## config.mk

```make
export PLATFORM = sky130hd
export DESIGN_NAME = spi_slave_core_flat
export DESIGN_NICKNAME = d
export VERILOG_FILES = /design/src/rtl/spi_slave_core_if.sv /design/src/rtl/spi_slave_core.sv /design/src/flat_wrapper.sv
export SDC_FILE = /design/constraint.sdc
export NUM_CORES = 1
export LEC_CHECK = 0
export ABC_AREA = 1
export BUFFER_PORTS_ARGS = -buffer_cell sky130_fd_sc_hd__buf_2
export CORE_MARGIN = 2
export CORE_UTILIZATION = 30
export DETAILED_ROUTE_END_ITERATION = 8
export RECOVER_POWER = 50
export SETUP_SLACK_MARGIN = 0.3
export SYNTH_ARGS = -nofsm -noshare
export SYNTH_HDL_FRONTEND = slang
export SYNTH_SLANG_ARGS = --single-unit
```

## constraint.sdc

```tcl
create_clock -name clk_i -period 2.4 [get_ports clk_i]
set_input_delay 0.24 -clock clk_i [delete_from_list [all_inputs] [get_ports clk_i]]
set_output_delay 0.24 -clock clk_i [all_outputs]
set_load 0.01 [all_outputs]
```

## src/rtl/spi_slave_core_if.sv

```systemverilog
// Host-side bundle of spi_slave_core: TX buffer handshake, received words and status pulses.
interface spi_slave_core_if #(
  parameter int DATA_WIDTH = 32
);
  logic [DATA_WIDTH-1:0] tx_data;
  logic                  tx_valid;
  logic                  tx_ready;
  logic [DATA_WIDTH-1:0] rx_data;
  logic                  rx_valid;
  logic                  tx_underrun;
  logic                  rx_overrun;
  logic                  frame_abort;
  logic                  busy;

  modport master (
    output tx_data, tx_valid,
    input  tx_ready, rx_data, rx_valid, tx_underrun, rx_overrun, frame_abort, busy
  );

  modport slave (
    input  tx_data, tx_valid,
    output tx_ready, rx_data, rx_valid, tx_underrun, rx_overrun, frame_abort, busy
  );
endinterface

```

## src/rtl/spi_slave_core.sv

```systemverilog
// SPI slave with oversampled (synchronized) pins, single-entry TX buffer and per-word RX delivery.
// Supports all four SPI modes, 1..32 bit words, MSB or LSB first.
module spi_slave_core #(
  parameter int SYNC_STAGES = 2,
  parameter int DATA_WIDTH  = 32
) (
  input  logic       clk_i,
  input  logic       rst_i,
  input  logic       spi_sclk,
  input  logic       spi_cs_n,
  input  logic       spi_mosi,
  output logic       spi_miso,
  output logic       spi_miso_oe,
  input  logic       cpol,
  input  logic       cpha,
  input  logic       lsb_first,
  input  logic [5:0] word_len,
  spi_slave_core_if.slave host
);
  localparam int PW = $clog2(DATA_WIDTH);

  // state  | meaning
  // IDLE   | deselected, MISO released, waiting for cs_n falling edge
  // ACTIVE | frame selected, shifting words on SCLK edges
  typedef enum logic {IDLE, ACTIVE} state_t;

  state_t                 state;
  logic [SYNC_STAGES-1:0] sclk_sync, cs_sync, mosi_sync;
  logic                   sclk_hist, cs_hist;
  logic                   cpol_q, cpha_q, lsb_q;
  logic [5:0]             last_q;
  logic [5:0]             bit_cnt;
  logic [DATA_WIDTH-1:0]  tx_buf, tx_sh, rx_sh, rx_data_q;
  logic                   buf_full;
  logic                   rx_valid_q, underrun_q, overrun_q, abort_q;
  logic                   miso_q, oe_q, busy_q;

  function automatic logic [5:0] eff_last(input logic [5:0] wl);
    if (wl == 6'd0 || wl > 6'd32) return 6'd31;
    return wl - 6'd1;
  endfunction

  function automatic logic head_bit(input logic [DATA_WIDTH-1:0] v, input logic lsb,
                                    input logic [PW-1:0] pos);
    return lsb ? v[0] : v[pos];
  endfunction

  function automatic logic [DATA_WIDTH-1:0] shift_word(input logic [DATA_WIDTH-1:0] v,
                                                       input logic lsb);
    return lsb ? (v >> 1) : (v << 1);
  endfunction

  always_ff @(posedge clk_i) begin
    if (rst_i) begin
      sclk_sync <= '0;
      mosi_sync <= '0;
      // cs_n pipeline clears low so a frame still selected across reset never looks like a new one
      cs_sync   <= '0;
      sclk_hist <= 1'b0;
      cs_hist   <= 1'b0;
    end else begin
      sclk_sync <= {sclk_sync[SYNC_STAGES-2:0], spi_sclk};
      cs_sync   <= {cs_sync[SYNC_STAGES-2:0], spi_cs_n};
      mosi_sync <= {mosi_sync[SYNC_STAGES-2:0], spi_mosi};
      sclk_hist <= sclk_sync[SYNC_STAGES-1];
      cs_hist   <= cs_sync[SYNC_STAGES-1];
    end
  end

  logic                  sclk_q, cs_q, mosi_q;
  logic                  sclk_rise, sclk_fall, cs_fall;
  logic                  sample_edge, shift_edge;
  logic [5:0]            entry_last;
  logic [PW-1:0]         entry_pos, msb_pos;
  logic [DATA_WIDTH-1:0] load_word, rx_next;

  assign sclk_q      = sclk_sync[SYNC_STAGES-1];
  assign cs_q        = cs_sync[SYNC_STAGES-1];
  assign mosi_q      = mosi_sync[SYNC_STAGES-1];
  assign sclk_rise   = sclk_q & ~sclk_hist;
  assign sclk_fall   = ~sclk_q & sclk_hist;
  assign cs_fall     = ~cs_q & cs_hist;
  assign sample_edge = (cpol_q == cpha_q) ? sclk_rise : sclk_fall;
  assign shift_edge  = (cpol_q == cpha_q) ? sclk_fall : sclk_rise;
  assign entry_last  = eff_last(word_len);
  assign entry_pos   = PW'(entry_last);
  assign msb_pos     = PW'(last_q);
  assign load_word   = buf_full ? tx_buf : '0;
  // LSB-first words enter at the top of the active field and drift down to bit 0
  assign rx_next     = lsb_q ? ((rx_sh >> 1) | (DATA_WIDTH'(mosi_q) << msb_pos))
                             : {rx_sh[DATA_WIDTH-2:0], mosi_q};

  always_ff @(posedge clk_i) begin
    if (rst_i) begin
      state      <= IDLE;
      cpol_q     <= 1'b0;
      cpha_q     <= 1'b0;
      lsb_q      <= 1'b0;
      last_q     <= '0;
      bit_cnt    <= '0;
      tx_buf     <= '0;
      buf_full   <= 1'b0;
      tx_sh      <= '0;
      rx_sh      <= '0;
      rx_data_q  <= '0;
      rx_valid_q <= 1'b0;
      underrun_q <= 1'b0;
      overrun_q  <= 1'b0;
      abort_q    <= 1'b0;
      miso_q     <= 1'b0;
      oe_q       <= 1'b0;
      busy_q     <= 1'b0;
    end else begin
      rx_valid_q <= 1'b0;
      underrun_q <= 1'b0;
      overrun_q  <= 1'b0;
      abort_q    <= 1'b0;
      if (host.tx_valid && !buf_full) begin
        tx_buf   <= host.tx_data;
        buf_full <= 1'b1;
      end
      case (state)
        IDLE: begin
          miso_q  <= 1'b0;
          oe_q    <= 1'b0;
          busy_q  <= 1'b0;
          bit_cnt <= '0;
          if (cs_fall) begin
            state  <= ACTIVE;
            oe_q   <= 1'b1;
            busy_q <= 1'b1;
            cpol_q <= cpol;
            cpha_q <= cpha;
            lsb_q  <= lsb_first;
            last_q <= entry_last;
            rx_sh  <= '0;
            if (buf_full) buf_full <= 1'b0;
            else          underrun_q <= 1'b1;
            if (!cpha) begin
              miso_q <= head_bit(load_word, lsb_first, entry_pos);
              tx_sh  <= shift_word(load_word, lsb_first);
            end else begin
              tx_sh  <= load_word;
            end
          end
        end
        ACTIVE: begin
          if (cs_q) begin
            state   <= IDLE;
            oe_q    <= 1'b0;
            busy_q  <= 1'b0;
            miso_q  <= 1'b0;
            bit_cnt <= '0;
            abort_q <= (bit_cnt != 6'd0);
          end else if (sample_edge) begin
            if (bit_cnt == last_q) begin
              bit_cnt    <= '0;
              rx_data_q  <= rx_next;
              rx_valid_q <= 1'b1;
              // a word landing while the previous pulse is still up left no cycle to capture it
              overrun_q  <= rx_valid_q;
              rx_sh      <= '0;
              tx_sh      <= load_word;
              if (buf_full) buf_full <= 1'b0;
              else          underrun_q <= 1'b1;
            end else begin
              bit_cnt <= bit_cnt + 6'd1;
              rx_sh   <= rx_next;
            end
          end else if (shift_edge) begin
            miso_q <= head_bit(tx_sh, lsb_q, msb_pos);
            tx_sh  <= shift_word(tx_sh, lsb_q);
          end
        end
        default: state <= IDLE;
      endcase
    end
  end

  assign spi_miso         = miso_q;
  assign spi_miso_oe      = oe_q;
  assign host.tx_ready    = ~buf_full;
  assign host.rx_data     = rx_data_q;
  assign host.rx_valid    = rx_valid_q;
  assign host.tx_underrun = underrun_q;
  assign host.rx_overrun  = overrun_q;
  assign host.frame_abort = abort_q;
  assign host.busy        = busy_q;
endmodule
```

## src/flat_wrapper.sv

```systemverilog
// flat-port wrapper written by rule: the top's interface ports become plain ports
module spi_slave_core_flat 
#(
  parameter int SYNC_STAGES = 2,
  parameter int DATA_WIDTH  = 32
)
  (clk_i, rst_i, spi_sclk, spi_cs_n, spi_mosi, spi_miso, spi_miso_oe, cpol, cpha, lsb_first, word_len, host_tx_data, host_tx_valid, host_tx_ready, host_rx_data, host_rx_valid, host_tx_underrun, host_rx_overrun, host_frame_abort, host_busy);
  spi_slave_core_if #(.DATA_WIDTH(DATA_WIDTH)) host_i ();
  input  logic clk_i;
  input  logic rst_i;
  input  logic spi_sclk;
  input  logic spi_cs_n;
  input  logic spi_mosi;
  output logic spi_miso;
  output logic spi_miso_oe;
  input  logic cpol;
  input  logic cpha;
  input  logic lsb_first;
  input  logic [5:0] word_len;
  input wire logic [$bits(host_i.tx_data)-1:0] host_tx_data;
  input wire logic [$bits(host_i.tx_valid)-1:0] host_tx_valid;
  output wire logic [$bits(host_i.tx_ready)-1:0] host_tx_ready;
  output wire logic [$bits(host_i.rx_data)-1:0] host_rx_data;
  output wire logic [$bits(host_i.rx_valid)-1:0] host_rx_valid;
  output wire logic [$bits(host_i.tx_underrun)-1:0] host_tx_underrun;
  output wire logic [$bits(host_i.rx_overrun)-1:0] host_rx_overrun;
  output wire logic [$bits(host_i.frame_abort)-1:0] host_frame_abort;
  output wire logic [$bits(host_i.busy)-1:0] host_busy;
  assign host_i.tx_data = host_tx_data;
  assign host_i.tx_valid = host_tx_valid;
  assign host_tx_ready = host_i.tx_ready;
  assign host_rx_data = host_i.rx_data;
  assign host_rx_valid = host_i.rx_valid;
  assign host_tx_underrun = host_i.tx_underrun;
  assign host_rx_overrun = host_i.rx_overrun;
  assign host_frame_abort = host_i.frame_abort;
  assign host_busy = host_i.busy;
  spi_slave_core #(.SYNC_STAGES(SYNC_STAGES), .DATA_WIDTH(DATA_WIDTH)) u_core (.clk_i(clk_i), .rst_i(rst_i), .spi_sclk(spi_sclk), .spi_cs_n(spi_cs_n), .spi_mosi(spi_mosi), .spi_miso(spi_miso), .spi_miso_oe(spi_miso_oe), .cpol(cpol), .cpha(cpha), .lsb_first(lsb_first), .word_len(word_len), .host(host_i));
endmodule
```

### Yosys cells after proc, flatten, opt, wreduce, memory -nomap -nowiden

Cells that the tools add are included.

* input bits: 47
* flip-flop bits (word level): 159
* output and inout bits: 40

* magnitude comparators: 3
* mux-type cells: 56
* shift-type cells: 1
* equal/unequal tests: 11
* bitwise logic cells: 11
* add/sub/neg operators: 2
* reductions and logical operators: 13

Operators by type and width (number)
* $mux W32: 14
* $pmux W32 S2: 2
* $or A31 B32 Y32: 1
* $shl A1 B5 Y32: 1
* $mux W6: 5
* $mux W1: 27
* $ne A3 B3 Y1 const B: 5
* $lt A5 B6 Y1 const B: 2
* $pmux W6 S2: 1
* $bmux W1 S5: 2
* $pmux W1 S2: 5
* $reduce_and A4 Y1: 2
* $not A1 Y1: 7
* $add A6 B1 Y6 const B: 1
* $eq A6 B6 Y1: 1
* $gt A6 B6 Y1 const B: 1
* $logic_not A6 Y1: 1
* $ne A2 B2 Y1 const B: 3
* $reduce_bool A6 Y1: 1
* $sub A6 B1 Y6 const B: 1
* $reduce_or A5 Y1: 1
* $reduce_and A2 Y1: 2
* $reduce_or A4 Y1: 1
* $and A1 B1 Y1: 3
* other kinds (7): 7

### Longest topological paths before layout

Gate-level depths: netlist of the first run.

* word-level depth: 10
* mapped depth: 17
* gate-level depth less buffers: 16

### Worst setup path after synthesis of the first run

OpenSTA, ideal clock, no wires.

* kind: in2reg
* start point: in word_len[0]
* end point: reg u_core.miso_q, in the netlist u_core.spi_miso
* library setup time: 0.070 ns
* data arrival time: 1.962 ns
* slack: 0.368 ns
* data required time: 2.330 ns
* cell stages on the path: 16
* cell sequence: clkbuf_1 -> inv_1 -> ha_1 -> inv_1 -> nor2_1 -> nand2_1 -> nand2_1 -> nand3_1 -> buf_2 -> o21ai_0 -> nand3_1 -> nand3_1 -> nand3_1 -> nand3_1 -> nand2_1 -> a21oi_1

* word-level cells in the longest chain between the ends: 10
* elaborated cells on any way between the ends: 12

RTL lines
* start: declaration: RTL line flat_wrapper.sv:19 `input logic [5:0] word_len;`
* $gt A6 B6 Y1 or $logic_not A6 Y1 (tied branches): RTL line spi_slave_core.sv:39 `if (wl == 6'd0 || wl > 6'd32) return 6'd31;`
* $logic_or A1 B1 Y1: RTL line spi_slave_core.sv:39
* $mux W1: RTL line spi_slave_core.sv:39
* $mux W6 (*): RTL line spi_slave_core.sv:40 `return wl - 6'd1;`
* $bmux W1 S5 (*): RTL line spi_slave_core.sv:45 `return lsb ? v[0] : v[pos];`
* $mux W1 (implied by the code) (*): RTL line spi_slave_core.sv:45
* $mux W1 (*): RTL line spi_slave_core.sv:45
* $mux W1 (*): RTL line spi_slave_core.sv:139 `if (!cpha) begin`
* $mux W1 (*): RTL line spi_slave_core.sv:128 `if (cs_fall) begin`
* $pmux W1 S2 (*): RTL line spi_slave_core.sv:122 `case (state)`
* end signal: assignment: RTL line spi_slave_core.sv:140 `miso_q <= head_bit(load_word, lsb_first, entry_pos);`
* end signal: assignment: RTL line spi_slave_core.sv:171 `miso_q <= head_bit(tx_sh, lsb_q, msb_pos);`
* end: declaration: RTL line spi_slave_core.sv:36 `logic miso_q, oe_q, busy_q;`

Every way passes the cells marked *; elsewhere a longest branch is shown, timed or not. The select of a mux whose other input is x is not followed.
A chain may end at the register's enable or synchronous reset.

### Worst setup path after layout of the first run

* start point: reg u_core.last_q[3]
* end point: reg u_core.tx_sh[1]

* word-level cells in the longest chain between the ends: 3

RTL lines
* start: declaration: RTL line spi_slave_core.sv:31 `logic [5:0] last_q;`
* start signal: assignment: RTL line spi_slave_core.sv:135 `last_q <= entry_last;`
* $eq A6 B6 Y1: RTL line spi_slave_core.sv:156 `if (bit_cnt == last_q) begin`
* $ne A3 B3 Y1 (no source line)
* $reduce_and A4 Y1 (no source line)
* end signal: assignment: RTL line spi_slave_core.sv:143 `tx_sh <= load_word;`
* end signal: assignment: RTL line spi_slave_core.sv:163 `tx_sh <= load_word;`
* end signal: assignment: RTL line spi_slave_core.sv:172 `tx_sh <= shift_word(tx_sh, lsb_q);`
* end: declaration: RTL line spi_slave_core.sv:33 `logic [DATA_WIDTH-1:0] tx_buf, tx_sh, rx_sh, rx_data_q;`

Every way passes these cells.

==> flow_summary_export.csv, run 1 <==
group,metric,value,unit
cts,clock_latency,0.45,ns
critical_path,cp.required,2.77,ns
placement,io_buffers,86,
synthesis,synth_seq_cells,159,
routing,wl,27370,um
critical_path,startpoint_type,"flop",
synthesis,synth_nets,1360,
hold_path,min_path_type,"input pin to flop",
hold_path,hp-start,"spi_cs_n",
power,p_leak,3.886,nW
sta,tightest_slew,0.9646,ns
sta,hold_viol,0,
floorplanning,rows,61,
sta,setup_viol,0,
placement,gp_congestion,0.8934,
floorplanning,die_width,173.3,um
grt,grt_pass1_wl,44020,um
critical_path,worstPathArrival,2.43,ns
sta,relSlewSlack,0.3562,
cts,clock_sinks,159,
floorplanning,pin_count,87,
sta,fin_ws,0.3425,ns
sta,period_share,0.8573,
synthesis,postSynthAreaPerCell,6.563,um^2
grt,antenna_found_initial,0,
grt,grt_max_degree,103,
cts,clockRootBuffer,"clkbuf_16",
floorplanning,die_h,173.3,um
routing,wl_per_cell,15.63,um
layout,layout.nets,1410,
placement,hpwl,17970,um
routing,remaining_drc_errors,0,
run,cap_violations,0,
layout,drive_gt1_frac,0.1005,
synthesis,synth_seq_area_share,0.3703,
floorplanning,start_util,0.3069,
grt,grt_pass1_vias,8358,
outcome,status,"completed",
sta,tns,0,ns
routing,vias_per_cell,5.176,
power,p_per_area,647.1,mW/mm^2
routing,first_pass_iters,5,
layout,n_antenna_cell,0,
grt,grt_use_total,0.1777,
synthesis,syn_inst,1310,
sta,fin_crit,2.058,ns
sta,fmax,486.0,MHz
grt,overflow,0,
cts,clk_pin_slew,0.08,ns
sta,finClkSkew,0.01787,ns
sta,final_max_slew_viol_count,0,
critical_path,cp-end-kind,"flop",
critical_path,path_max_fanout,16,
sta,rsz0062_at_grt,"no",
cts,cts_tree,"done",
synthesis,netlist_area,0.008597,mm^2
synthesis,yosysWarnings,0,
power,ir_worst_vdd,0.4086,mV
cts,clockBufferDepth,2,
critical_path,startpoint,"u_core.last_q[3]$_SDFFE_PP0P_",
routing,vias,9063,
routing,detail-route-antenna-nets,0,
routing,drtIter0Drc,775,
critical_path,critPathKind,"flop to flop",
layout,syn_to_final_growth,18.11,%
floorplanning,die_area,0.03003,mm^2
synthesis,ys_types,34,
cts,numCtsBuffers,17,
critical_path,rr_startpoint,"u_core.last_q[3]$_SDFFE_PP0P_",
floorplanning,core_area,0.02801,mm^2
placement,dp_worst_setup_slack,0.2647,ns
cts,h-tree-depth,4,
cells in the final DEF, fill, tap and decap left out, types with 3 or more instances in the layout:
cell type | synthesis | routed
o211ai_1 | 31 | 31
buf_4 | 3 | 32
nand2_1 | 189 | 188
o21a_1 | 3 | 3
clkbuf_1 | 74 | 44
inv_2 | 2 | 3
xnor2_1 | 3 | 3
nand4_1 | 35 | 35
inv_8 | 0 | 4
a211oi_1 | 3 | 3
a31oi_1 | 48 | 48
o21ai_1 | 28 | 28
buf_2 | 16 | 45
o22ai_1 | 32 | 32
dfxtp_1 | 159 | 153
inv_1 | 130 | 128
clkinv_8 | 0 | 6
o21ai_0 | 154 | 154
a22oi_1 | 14 | 14
ha_1 | 3 | 3
nor3_1 | 5 | 6
buf_12 | 0 | 7
xor2_1 | 3 | 3
a21oi_1 | 115 | 114
nand3_1 | 54 | 54
clkbuf_16 | 0 | 20
nor2_1 | 182 | 182
dfxtp_2 | 0 | 6
clkinv_1 | 3 | 3
cell usage after synthesis:
master,n,share of area
a211oi_1,3,0.0026
a21oi_1,115,0.067
a21oi_4,1,0.0019
a22oi_1,14,0.012
a31oi_1,48,0.035
and2_1,1,0.00073
buf_1,6,0.0026
buf_2,16,0.0093
buf_4,3,0.0026
buf_6,3,0.0039
clkbuf_1,74,0.032
clkinv_1,3,0.0013
dfxtp_1,159,0.37
ha_1,3,0.0044
inv_1,130,0.057
inv_2,2,0.00087
inv_4,1,0.00073
nand2_1,189,0.083
nand3_1,54,0.031
nand4_1,35,0.025
nor2_1,182,0.079
nor2_2,2,0.0015
nor3_1,5,0.0029
nor3_2,3,0.0035
o211ai_1,31,0.027
o21a_1,3,0.0026
o21ai_0,154,0.090
o21ai_1,28,0.016
o21bai_1,2,0.0017
o221ai_1,1,0.0010
o22ai_1,32,0.023
o311ai_0,1,0.0010
xnor2_1,3,0.0031
xor2_1,3,0.0031
what timing repair did:
action                     CTS  global route
setup endpoints to repair    0            71
buffers inserted             0             5
gates resized for setup      0            10
hold endpoints to repair     1             0
hold buffers                 1             0
cells by family (layout without fill, tap and decap cells):
family                   count (synthesis)  count (layout)  share of synthesized area
buffers and inverters                  238             301                     0.1105
flip-flops                             159             159                     0.3703
AO/OA/AOI/OAI                          433             433                     0.2813
adder cells (fa/ha/maj)                  3               3                   0.004367
AND/OR/NAND/NOR                        471             471                     0.2275
XOR/XNOR                                 6               6                   0.006114
path summary, 6_finish.rpt:
check / cells past startpoint / slack (ns) / to
hold / removal: 3 / 0.004 / u_core.cs_sync[0]$_SDFF_PP0_
setup reg to reg: 10 / 0.34 / u_core.tx_sh[1]$_SDFFE_PP0P_
hold reg to reg: 2 / 0.40 / u_core.cs_sync[1]$_SDFF_PP0_
setup / recovery: 10 / 0.34 / u_core.tx_sh[1]$_SDFFE_PP0P_
state kept, by name (all words and copies together) (netlist names), 2 cells and up:
name                 flops
u_core.cs_sync           2
u_core.host.rx_data     32
u_core.sclk_sync         2
u_core.tx_sh            32
u_core.last_q            6
u_core.tx_buf           32
u_core.mosi_sync         2
u_core.rx_sh            32
u_core.bit_cnt           6
through the flow:
step,utilization,cell area (um^2),power (mW),hold slack [ns],std cells
floorplan,-,8597,3.380,0.3470,1310
global placement,0.3367,9432,3.627,0.3913,1710
CTS,0.3599,10080,6.587,0.006797,1743
global route,0.3625,10150,6.835,0.008423,1751
finish,0.3625,10150,6.571,0.003740,1751
detailed placement,0.3367,9432,3.632,0.3920,1710
critical path, cell delays in order (launching register included):
cell and delay (ns):
dfxtp_2 0.36, xor2_1 0.16, nor3_1 0.16, nand4_1 0.22
nor2_1 0.19, inv_1 0.13, a21oi_4 0.18, buf_12 0.14
clkbuf_16 0.19, o21ai_0 0.09, a31oi_1 0.15
final cells by class:
type / count / area [um^2]
clock buffer: 17 / 425.4
clock inverter: 15 / 215.2
fill: 3072 / 17860
inverter: 136 / 516.7
multi-input combinational: 913 / 4466
sequential: 159 / 3191
tap: 378 / 473.0
timing repair buffer: 133 / 867.1
power breakdown:
group	leakage, nW	switching [mW]	internal (mW)	total (mW)
Combinational	2.28	0.538	0.274	0.812
Clock	0.309	1.43	1.53	2.96
Sequential	1.30	0.0631	2.73	2.80
per-layer routing:
metal	vias up	track usage	part of all wire
li1	4548	-	-
met5	-	0	0
met1	4183	0.2483	0.48
met4	0	0.05862	0.018
met3	35	0.02961	0.062
met2	297	0.2780	0.44
Note: power is estimated with default switching activity, not from simulation.
==> run 2, diff against run 1 <==
--- a/config.mk
+++ b/config.mk
@@ -7,9 +7,12 @@
 export LEC_CHECK = 0
 export ABC_AREA = 1
 export BUFFER_PORTS_ARGS = -buffer_cell sky130_fd_sc_hd__buf_2
+export CELL_PAD_IN_SITES_DETAIL_PLACEMENT = 0
+export CELL_PAD_IN_SITES_GLOBAL_PLACEMENT = 1
 export CORE_MARGIN = 2
 export CORE_UTILIZATION = 30
 export DETAILED_ROUTE_END_ITERATION = 8
+export PLACE_DENSITY_LB_ADDON = 0.1
 export RECOVER_POWER = 50
 export SETUP_SLACK_MARGIN = 0.3
 export SYNTH_ARGS = -nofsm -noshare
==> constraint.sdc (replaced) <==
create_clock -name clk_i -period 2.4 [get_ports clk_i]
set_input_delay 0.12 -clock clk_i [delete_from_list [all_inputs] [get_ports clk_i]]
set_output_delay 0.12 -clock clk_i [all_outputs]
set_load 0.01 [all_outputs]
==> run 2 against run 1 <==
  * Cell area up 3.5%
  * Utilization up 1.3 points
  * Global-route usage up 2.2 points
  * Clock power up 4%
  * Clock skew down 0.0014 ns
  * Highest routed layer unchanged
  * Worst setup slack better by 0.040 ns
  * Register-to-register slack better by 0.06 ns
  * Sequential share of layout area down 1.1 points
  * Flip-flop and latch count unchanged
  * Clock-buffer cell count unchanged
  * Via count up 1.2%
  * Largest cell class unchanged
  * Routed wire length up 14%
==> flow_summary_export.csv, run 2 (synthesis results as in run 1) <==
group,metric,value,unit
outcome,status,"completed",
grt,grt_use_met3,0.02982,
critical_path,startpoint,"rst_i",
layout,fill_cells,3093,
placement,postPlaceCellArea,0.009437,mm^2
power,clkPwrFrac,0.456,
critical_path,startpoint_type,"input pin",
placement,dp_worst_setup_slack,0.1635,ns
power,p_seq_frac,0.413,
cts,clk_pin_slew,0.06,ns
critical_path,cp.required,2.69,ns
routing,first_pass_iters,5,
floorplanning,core_area,0.02801,mm^2
sta,final_max_slew_viol_count,0,
grt,grt_use_total,0.2000,
critical_path,path_cells,"clkbuf_1 > clkbuf_1 > clkbuf_2 > a21oi_1",
cts,numCtsBuffers,17,
run,cap_violations,0,
critical_path,crit_path_frequent_cell,"clkbuf_1",
placement,dpl.cell_count,1714,
sta,setup_viol,0,
grt,antenna_found_initial,0,
critical_path,r2r_end,"u_core.tx_sh[7]$_SDFFE_PP0P_",
floorplanning,die_h,173.3,um
cts,h-tree-depth,4,
sta,fmax,495.7,MHz
sta,fin_crit,2.017,ns
cts,clockRootBuffer,"clkbuf_16",
routing,vias,9168,
layout,n_antenna_cell,0,
power,p_per_area,644.5,mW/mm^2
layout,seqCellArea,0.003186,mm^2
cts,clock_sinks,159,
placement,gp_congestion,0.8288,
critical_path,cp_slowest_cell,"clkbuf_1",
sta,hold_ws,0.1230,ns
cts,clock_latency,0.44,ns
sta,rsz0062_at_grt,"no",
routing,drtIter0Drc,672,
grt,grt_pass1_vias,8500,
routing,vias_per_cell,5.130,
floorplanning,start_util,0.3069,
grt,grt_util_met2,0.2982,
sta,period_share,0.8405,
routing,remaining_drc_errors,0,
routing,detail-route-antenna-nets,0,
placement,hpwl,20760,um
sta,relSlewSlack,0.3216,
grt,overflow,0,
critical_path,cp_num_cells,4,
critical_path,rr_startpoint,"u_core.bit_cnt[2]$_SDFFE_PP0P_",
power,ir_worst_vdd,0.3429,mV
sta,tightest_slew,1.016,ns
grt,grt_pass1_wl,48380,um
routing,wl,31070,um
power,power,6.774,mW
layout,final_common_cell,"nand2_1",
sta,tns,0,ns
critical_path,critPathKind,"input pin to flop",
power,p_leak,4.050,nW
critical_path,r2r_slack,0.40,ns
layout,mostFrequentLayoutCells,"nand2_1 (188), nor2_1 (182), dfxtp_1 (157)",
hold_path,min_path_type,"input pin to flop",
power,pwr-share-comb,0.131,
layout,layout.nets,1447,
critical_path,cpLargestDelayFamily,"buffers and inverters",
sta,hold_viol,0,
layout,fin_cells,1787,
sta,finClkSkew,0.01647,ns
cts,clockBufferDepth,2,
floorplanning,die_area,0.03003,mm^2
power,sw_frac_of_total,0.2868,
hold_path,hold_path_depth,3,
routing,wl_per_cell,17.38,um
placement,io_buffers,86,
layout,design_area,0.01051,mm^2
floorplanning,pin_count,87,
sta,fin_ws,0.3828,ns
power,intPower,4.831,mW
critical_path,slowest_delay,0.80,ns
hold_path,hp-start,"lsb_first",
layout,syn_to_final_growth,22.25,%
critical_path,reg2regPathDepth,11,
critical_path,worstPathArrival,2.31,ns
cts,cts_tree,"done",
critical_path,path_max_fanout,20,
layout,drive_gt1_frac,0.09865,
layout,final_core_util,0.3752,
layout,multi_input_area,0.004479,mm^2
critical_path,path_buf_inv,3,
grt,use_met1,0.3024,
critical_path,cp-end-kind,"flop",
floorplanning,rows,61,
grt,grt-busiest-layer,"met1",
floorplanning,die_width,173.3,um
grt,grt_max_degree,66,
power,p_sw,1.943,mW
hold_path,hold-path-endpoint,"u_core.lsb_q$_SDFFE_PP0P_",
==> run 2: cell count changes in the layout (fill, tap and decap cells not counted), moves of 4 or more <==
cell / previous run / this run
dfxtp_2: 6 / 2
clkinv_8: 6 / 0
buf_6: 1 / 5
inv_6: 1 / 5
dfxtp_1: 153 / 157
dlygate4sd3_1: 1 / 36
==> run 2: how the worst max path moves through the flow <==
stage | to
after floorplan | u_core.spi_miso$_SDFFE_PP0P_
after global placement | u_core.spi_miso$_SDFFE_PP0P_
after detailed placement | u_core.spi_miso$_SDFFE_PP0P_
after CTS | u_core.tx_sh[2]$_SDFFE_PP0P_
after global routing | u_core.rx_sh[31]$_SDFFE_PP0P_
final | u_core.rx_sh[31]$_SDFFE_PP0P_
==> run 2: layout make-up <==
| type | count | share of cell area |
|---|---|---|
| Clock inverter | 14 | 0.02060 |
| Multi-Input combinational cell | 913 | 0.4262 |
| Timing Repair Buffer | 170 | 0.1158 |
| Clock buffer | 17 | 0.04048 |
| Sequential cell | 159 | 0.3031 |
| Tap cell | 378 | 0.04500 |
| Inverter | 136 | 0.04881 |
==> run 2: power groups by stage <==
stage               Clock (mW)  Combinational, mW  Sequential [mW]
finish                    3.09              0.884             2.80
global placement             0              0.810             2.86
detailed placement           0              0.806             2.86
global route              3.28              0.983             2.81
floorplan                    0              0.541             2.84
CTS                       3.17              0.852             2.80
==> run 2: metal layers <==
metal / wire (um) / vias to the layer above
li1: - / 4626
met1: 15940 / 4272
met2: 13260 / 248
met3: 1542 / 22
met4: 325 / 0
met5: 0 / -
==> run 2: repair_timing <==
action                                  CTS  global route
resized for setup                         0            10
endpoints found under the setup margin    0            68
hold buffers                             36             0
buffers inserted                          0             3
endpoints found under the hold margin    36             0
==> run 2: worst reg2reg max path: stages (launching register included) <==
cell and delay [ns]:
dfxtp_1 0.37, inv_1 0.10, nor2_1 0.05, nor3_2 0.17, nand4_1 0.14, nor2_1 0.22
inv_2 0.09, a21oi_4 0.17, buf_12 0.14, buf_12 0.11, buf_6 0.20, a31oi_1 0.10
